`src/rtl/ifetch_pkg.sv`:
```
// Shared types and constants for the instruction fetch stage.
// The FAULT state exists only when IFETCH_ALIGN_CHECK_EN is defined.
package ifetch_pkg;

    localparam logic [31:0] RESET_PC_DEFAULT = 32'h0040_0000;
    localparam logic [31:0] PC_INC           = 32'd4;

`ifdef IFETCH_ALIGN_CHECK_EN
    typedef enum logic [1:0] {
        ST_BOOT  = 2'd0,
        ST_RUN   = 2'd1,
        ST_FAULT = 2'd2
    } fetch_state_t;
`else
    typedef enum logic [1:0] {
        ST_BOOT = 2'd0,
        ST_RUN  = 2'd1
    } fetch_state_t;
`endif

    typedef enum logic [1:0] {
        NPC_HOLD     = 2'd0,
        NPC_INC      = 2'd1,
        NPC_REDIRECT = 2'd2
    } npc_sel_t;

    function automatic logic [31:0] word_align(input logic [31:0] addr);
        return addr & 32'hFFFF_FFFC;
    endfunction

endpackage

```
`src/rtl/ifetch_pc_reg.sv`:
```
// Fetch PC register with its next-pc mux (hold / +4 / redirect target).
// Alignment of the redirect target is the caller's concern (see IFETCH_ALIGN_CHECK_EN).
module ifetch_pc_reg
    import ifetch_pkg::*;
#(
    parameter logic [31:0] RESET_PC = RESET_PC_DEFAULT
) (
    input  logic        clk,
    input  logic        rst_n,
    input  logic [1:0]  sel,
    input  logic [31:0] target,
    output logic [31:0] pc
);

    logic [31:0] pc_r;

    // PC update: reset vector, sequential advance, or redirect target.
    always_ff @(posedge clk) begin
        if (!rst_n) begin
            pc_r <= RESET_PC;
        end else begin
            case (sel)
                NPC_INC:      pc_r <= pc_r + PC_INC;
                NPC_REDIRECT: pc_r <= target;
                default:      pc_r <= pc_r;
            endcase
        end
    end

    assign pc = pc_r;

endmodule

```
`src/rtl/ifetch_stage.sv`:
```
// Instruction fetch stage: BOOT/RUN FSM, output holding register, redirect handling.
// Define IFETCH_ALIGN_CHECK_EN to trap misaligned redirect targets in a FAULT state.
module ifetch_stage
    import ifetch_pkg::*;
#(
    parameter logic [31:0] RESET_PC = RESET_PC_DEFAULT,
    parameter int          IMEM_AW  = 11
) (
    input  logic               clk,
    input  logic               rst_n,
    input  logic               redirect_valid,
    input  logic [31:0]        redirect_pc,
    input  logic               out_ready,
    output logic               imem_r,
    output logic [IMEM_AW-1:0] imem_addr,
    input  logic [31:0]        imem_data,
    output logic               out_valid,
    output logic [31:0]        out_pc,
    output logic [31:0]        out_instr,
    output logic               fault
);

    fetch_state_t state_r;
    logic         out_valid_r;
    logic [31:0]  out_pc_r;
    logic [31:0]  out_instr_r;
    logic [31:0]  pc_s;
    logic [31:0]  target_s;
    logic [1:0]   npc_sel_s;
    logic         load_s;

`ifdef IFETCH_ALIGN_CHECK_EN
    logic fault_r;
    logic misaligned_s;

    assign misaligned_s = (redirect_pc[1:0] != 2'b00);
    assign target_s     = redirect_pc;
    assign fault        = fault_r;
`else
    assign target_s = word_align(redirect_pc);
    assign fault    = 1'b0;
`endif

    // A redirect suppresses the load in the same cycle.
    assign load_s = (state_r == ST_RUN) && !redirect_valid && (!out_valid_r || out_ready);

    // Next-pc selection: redirect beats load, which beats hold.
    always_comb begin
        npc_sel_s = NPC_HOLD;
        if (redirect_valid) begin
            npc_sel_s = NPC_REDIRECT;
        end else if (load_s) begin
            npc_sel_s = NPC_INC;
        end else begin
            npc_sel_s = NPC_HOLD;
        end
    end

    ifetch_pc_reg #(
        .RESET_PC (RESET_PC)
    ) u_pc_reg (
        .clk    (clk),
        .rst_n  (rst_n),
        .sel    (npc_sel_s),
        .target (target_s),
        .pc     (pc_s)
    );

    // Fetch FSM and output register.
    always_ff @(posedge clk) begin
        if (!rst_n) begin
            state_r     <= ST_BOOT;
            out_valid_r <= 1'b0;
            out_pc_r    <= 32'd0;
            out_instr_r <= 32'd0;
`ifdef IFETCH_ALIGN_CHECK_EN
            fault_r     <= 1'b0;
`endif
        end else begin
            case (state_r)
                ST_BOOT: begin
                    out_valid_r <= 1'b0;
`ifdef IFETCH_ALIGN_CHECK_EN
                    if (redirect_valid && misaligned_s) begin
                        state_r <= ST_FAULT;
                        fault_r <= 1'b1;
                    end else begin
                        state_r <= ST_RUN;
                    end
`else
                    state_r <= ST_RUN;
`endif
                end
                ST_RUN: begin
                    if (redirect_valid) begin
                        out_valid_r <= 1'b0;
`ifdef IFETCH_ALIGN_CHECK_EN
                        if (misaligned_s) begin
                            state_r <= ST_FAULT;
                            fault_r <= 1'b1;
                        end
`endif
                    end else if (load_s) begin
                        out_valid_r <= 1'b1;
                        out_pc_r    <= pc_s;
                        out_instr_r <= imem_data;
                    end
                end
`ifdef IFETCH_ALIGN_CHECK_EN
                ST_FAULT: begin
                    out_valid_r <= 1'b0;
                    if (redirect_valid && !misaligned_s) begin
                        state_r <= ST_RUN;
                        fault_r <= 1'b0;
                    end
                end
`endif
                default: begin
                    state_r     <= ST_BOOT;
                    out_valid_r <= 1'b0;
                end
            endcase
        end
    end

    assign imem_r    = (state_r == ST_RUN);
    assign imem_addr = IMEM_AW'((pc_s - RESET_PC) >> 2);
    assign out_valid = out_valid_r;
    assign out_pc    = out_pc_r;
    assign out_instr = out_instr_r;

endmodule
```
`config.mk`:
```
export PLATFORM = sky130hd
export DESIGN_NAME = ifetch_stage
export DESIGN_NICKNAME = d
export VERILOG_FILES = /design/src/rtl/ifetch_pkg.sv /design/src/rtl/ifetch_pc_reg.sv /design/src/rtl/ifetch_stage.sv
export SDC_FILE = /design/constraint.sdc
export NUM_CORES = 1
export LEC_CHECK = 0
export CORE_MARGIN = 2
export CORE_UTILIZATION = 41
export CTS_CLUSTER_DIAMETER = 30
export DETAILED_ROUTE_END_ITERATION = 16
export GPL_TIMING_DRIVEN = 1
export PLACE_DENSITY_LB_ADDON = 0.12
export SYNTH_ARGS = -nofsm -noshare
export SYNTH_HDL_FRONTEND = slang
export SYNTH_SLANG_ARGS = --single-unit
```
`constraint.sdc`:
```
create_clock -name clk -period 1.6 [get_ports clk]
set_input_delay 0.16 -clock clk [delete_from_list [all_inputs] [get_ports clk]]
set_output_delay 0.16 -clock clk [all_outputs]
set_load 0.1 [all_outputs]
```
After elaboration in Yosys (flattened, before gate mapping)
Index checks and enable logic that the tools add are counted.
Word-level totals
  word-level logic and storage cells: 26
  bits in read-only memories: 0
  flip-flop bits (word level): 99
  bits in writable memories: 0
  bits in latches: 0
  memories kept: 0
Cells by class
  bitwise gates (word level): 3
  reduce and logical (&&, ||, !) cells: 9
  $lt $le $gt $ge: 0
  eq/ne operators: 3
  muxes and demuxes: 4
  $add $sub $neg: 2
  multiply operators: 0
  divide/modulo/power cells: 0
  shift-type cells: 0
Operator list (count)
  32-bit one-hot mux with 2 select lines: 1
  32-bit by 3-bit adder with 32-bit output (second input constant): 1
  13-bit by 1-bit subtractor with 13-bit output (second input constant): 1
  2-bit by 1-bit equality test with 1-bit output (second input constant): 2
  2-bit one-hot mux with 2 select lines: 1
  1-bit NOT: 3
  3-bit AND reduction: 1
  3-bit OR reduction: 1
  2-bit equality test (second input constant): 1
  1-bit logical AND: 2
  1-bit zero test: 2
  2-bit zero test: 1
  2-bit two-way mux: 1
  2-bit nonzero test: 1
  1-bit logical OR: 1
  1-bit two-way mux: 1

Logic depth before layout (Yosys ltp)
  word-level depth: 7
  depth in mapped cells: 7

Hierarchy
From an unflattened synthesis, not the netlist that was laid out.
Second synthesis, totals
  cells, all modules: 551
  area, all modules: 4705.8 sq um
Modules (own cells, without submodules)
  ifetch_stage: area an instance 2677.6 sq um, cells each 285, seq. area each 1321.3 sq um, times used 1
  ifetch_pc_reg: area an instance 2028.2 sq um, cells each 266, seq. area each 640.6 sq um, times used 1

Worst setup path after synthesis
No wires, ideal clock.
  path type: reg-to-reg
  from: register state_r[0]
  to: register u_pc_reg.pc_r[11] (netlist: u_pc_reg.pc[11])
  data required time: 1468 ps
  stages on the path, launching flop included: 6
  setup time: 132 ps
  arrival time: 1982 ps
  buffers on the path: 2
  path slack: -515 ps
  cell sequence: dfxtp_1 -> buf_2 -> nand3_1 -> buf_2 -> o311ai_0 -> a21oi_1
On the way
  longest elaborated chain between the ends: 7
RTL lines
  start, declared: RTL line ifetch_stage.sv:23  | fetch_state_t state_r;
  start signal, assigned: RTL line ifetch_stage.sv:72  | state_r <= ST_BOOT;
  start signal, assigned: RTL line ifetch_stage.sv:91  | state_r <= ST_RUN;
  start signal, assigned: RTL line ifetch_stage.sv:119  | state_r <= ST_BOOT;
  2-bit by 1-bit equality test with 1-bit output *: RTL line ifetch_stage.sv:45  | assign load_s = (state_r == ST_RUN) && !redirect_valid && (!out_valid_r || out_ready);
  1-bit logical AND * (2 in series): RTL line ifetch_stage.sv:45
  1-bit two-way mux *: RTL line ifetch_stage.sv:52  | end else if (load_s) begin
  2-bit two-way mux *: RTL line ifetch_stage.sv:50  | if (redirect_valid) begin
  2-bit equality test / 2-bit by 1-bit equality test with 1-bit output (equally long branches): RTL line ifetch_pc_reg.sv:22  | case (sel)
  32-bit one-hot mux with 2 select lines / 2-bit nonzero test (equally long branches)
  end signal, assigned: RTL line ifetch_pc_reg.sv:23  | NPC_INC: pc_r <= pc_r + PC_INC;
  end signal, assigned: RTL line ifetch_pc_reg.sv:24  | NPC_REDIRECT: pc_r <= target;
  end signal, assigned: RTL line ifetch_pc_reg.sv:25  | default: pc_r <= pc_r;
  end, declared: RTL line ifetch_pc_reg.sv:15  | logic [31:0] pc_r;
Mark *: on every way between the ends. The rest lies on a longest branch, timed or not.
A chain may end at the register's enable or synchronous reset.

Worst setup path in the final report
  from: register u_pc_reg.pc_r[9] (netlist: u_pc_reg.pc[9])
  to: register u_pc_reg.pc_r[31] (netlist: u_pc_reg.pc[31])
On the way
  longest elaborated chain between the ends: 2
RTL lines (RTL line)
  32-bit by 3-bit adder with 32-bit output: ifetch_pc_reg.sv:23
  32-bit one-hot mux with 2 select lines: ifetch_pc_reg.sv:22
Every way passes these cells.

==> impl_metrics.csv <==
group,metric,value,unit
outcome,status,"finished with violations",
outcome,violations,"negative setup slack",
drt,wl_met3,597,um
critical_path,reg2reg_slack,-30,ps
logic_synthesis,synthXorXnorAreaFrac,4.68,%
global_routing,antenna_found_initial,0,
clocking,clkLatencyLatePin,360,ps
drt,drc,0,
cells_and_area,multi_input_area,2050,um^2
global_routing,grt_pass1_vias,4096,
clocking,htreeDepth,3,
sta,slew_viol_final,0,
cells_and_area,final_nets,743,
logic_synthesis,synth_compound_area_share,15.0,%
logic_synthesis,syn_inst,505,
logic_synthesis,netlist_area,4120,um^2
cells_and_area,syn_to_final_growth,72.9,%
drt,ant_nets,0,
logic_synthesis,yosys_warnings,0,
sta,post-route-period-util,102,%
critical_path,r2r_end,"u_pc_reg.pc[31]",
hold_path,whs_endpoint,"out_instr[5]",
clocking,cts_tree,"yes",
drt,met2WireLength,6.19,mm
sta,fin_hold_ws,334,ps
clocking,cts_made_buffers,9,
drt,routedWlPerCell,15.1,um
drt,top_layer,"met4",
placed_design,port_buffers,140,
drt,num_vias,4095,
sta,setup_viol,3,
logic_synthesis,yosys-top-cells-count,"nand2_1, dfxtp_1, a21oi_1",
global_routing,grt_pass1_wl,20.0,mm
cells_and_area,num_antenna_cells,0,
sta,skew,15.1,ps
logic_synthesis,synth_top_family_by_area,"simple AND/OR/NAND/NOR gates",
logic_synthesis,synth-edff-count,0,
logic_synthesis,synth-adder-area-share,0.304,%
clocking,root_buffer,"clkbuf_8",
placed_design,postPlaceCellArea,6650,um^2
hold_path,hold_path_class,"in -> reg",
clocking,clk_pin_slew,100,ps
drt,routed_via_density,5.04,
clocking,cts_sinks,94,
placed_design,routabilityCongestion,0.790,
power_and_ir_drop,p_leak,0.00272,uW
logic_synthesis,ys_seq_area_share,45.7,%
critical_path,startpoint,"u_pc_reg.pc[9]",
logic_synthesis,synth_cell_types,46,
clocking,cts_buffer_depth,2,
sta,grt_setup_unrepaired,"true",
flow_run,drv_cap,0,
die,core,9770,um^2
critical_path,worstPathRequired,1840,ps
critical_path,critPathLaunchType,"flop",
cells_and_area,nFillCells,726,
drt,firstDrtPassIters,4,
sta,finalHoldViolations,0,
critical_path,crit_path_max_fanout,4,
clocking,postCtsHoldBufs,0,
drt,met1_length,5.30,mm
sta,fmax,615,MHz
logic_synthesis,avgSynthCellArea,8.15,um^2
logic_synthesis,synthMuxAreaShare,0.760,%
die,die_y,104,um
global_routing,grtUsageTotal,22.3,%
logic_synthesis,async_flop_share,0,%
global_routing,overflow,0,
critical_path,critical_path_class,"reg -> reg",
drt,wl,12.3,mm
hold_path,hold_path_depth,3,
critical_path,endpoint_kind,"flop",
sta,setup_ws,-25.0,ps
global_routing,grt_max_degree,38,
power_and_ir_drop,power_density,853,nW/um^2
die,design.die.area,10900,um^2
placed_design,place_ws,-287,ps
logic_synthesis,synth-simple-area-share,26.1,%
logic_synthesis,synth_area_leaders,"dfxtp_1, nand2_1, a21oi_1, xnor2_1, buf_4",
hold_path,hp-start,"imem_data[5]",
logic_synthesis,yosysTopAreaCellShare,45.7,%
die,die_w,104,um
critical_path,arrival,1870,ps
logic_synthesis,yosys.area.top_type,"dfxtp_1",
placed_design,dp_hpwl,8.60,mm
logic_synthesis,synth_flop_cell,"dfxtp_1",
cells_and_area,fin_area,7120,um^2
critical_path,r2r-start,"u_pc_reg.pc[9]",
critical_path,reg2regPathDepth,6,
die,row_count,36,
logic_synthesis,post-synth-top-count-cell,"nand2_1",
die,ios,146,
logic_synthesis,ys_seq_elements,94,
power_and_ir_drop,peakVddDrop,0.512,mV
cells_and_area,post_route_cells_drive_above_1_share,30.0,%
drt,drt_iter0_drc,175,
cells_and_area,seqCellArea,1900,um^2
die,start_util,42.1,%
sta,period_minus_slack,1630,ps
registers in the layout (all words and copies together), names as in the netlist:
signal	count
out_instr	32
state_r	1
out_valid	1
out_pc	30
u_pc_reg.pc	30
metrics by stage:
step                TNS (ps)  cells  utilization (%)  total power [uW]
floorplan              -1810    507                -              3530
global placement      -13020    785             68.0              4200
detailed placement    -18580    785             68.0              4220
CTS                        0    802             70.7              6070
global route            -501    812             72.8              6280
finish                 -40.5    812             72.8              6070
area by class of cell:
cell class | count | share of cell area (%)
timing repair buffer | 205 | 38.2
clock inverter | 4 | 1.07
tap | 133 | 2.34
sequential | 94 | 26.7
multi-input combinational | 354 | 28.8
clock buffer | 12 | 2.34
inverter | 10 | 0.527
worst max path at each step:
stage | end | slack, ps
floorplan | out_instr[26] | -50
global placement | u_pc_reg.pc[21] | -230
detailed placement | u_pc_reg.pc[12] | -290
CTS | out_pc[2] | 4
global route | u_pc_reg.pc[31] | -100
finish | u_pc_reg.pc[31] | -30
cell families (layout without fill, tap and decap cells):
group,after synthesis,count (layout)
simple gates,210,210
compound gates,115,115
flops,94,94
buf+inv,59,231
xor+xnor,22,22
mux,3,3
fa+ha+maj,1,1
other cells,1,3
worst max-delay path: stages, from the launching register on:
cell,delay [ps]
dfxtp_2,350
and4_4,240
nand4_1,210
buf_4,210
o31a_1,250
o21ai_1,150
a21oi_1,80
routing by layer:
layer | vias to the layer above | track usage [%]
met5 | - | 0
li1 | 2024 | -
met4 | 0 | 7.43
met1 | 1943 | 28.3
met2 | 115 | 37.9
met3 | 13 | 4.51
power by group:
| group | switching, uW | total, uW | internal (uW) |
|---|---|---|---|
| Clock | 853 | 1880 | 1020 |
| Sequential | 109 | 2570 | 2460 |
| Combinational | 984 | 1630 | 648 |
| Total | 1950 | 6070 | 4130 |
cell usage in the layout (no fill, tap or decap), drive strengths merged, types with 9 or more instances in the layout:
| cell type | count |
|---|---|
| nand2 | 135 |
| nor4 | 10 |
| xnor2 | 18 |
| inv | 9 |
| o21ai | 20 |
| a21oi | 84 |
| dfxtp | 94 |
| buf | 140 |
| clkbuf | 12 |
| nand3 | 22 |
| nor3 | 11 |
| clkdlybuf4s50 | 65 |
| nor2 | 11 |
what timing repair did:
action	4_1_cts	5_1_grt
endpoints found under the hold margin	0	0
endpoints found under the setup margin	2	56
pin swaps	6	12
buffers inserted	1	10
resized for setup	5	34
Note: power is estimated with default switching activity, not from simulation.
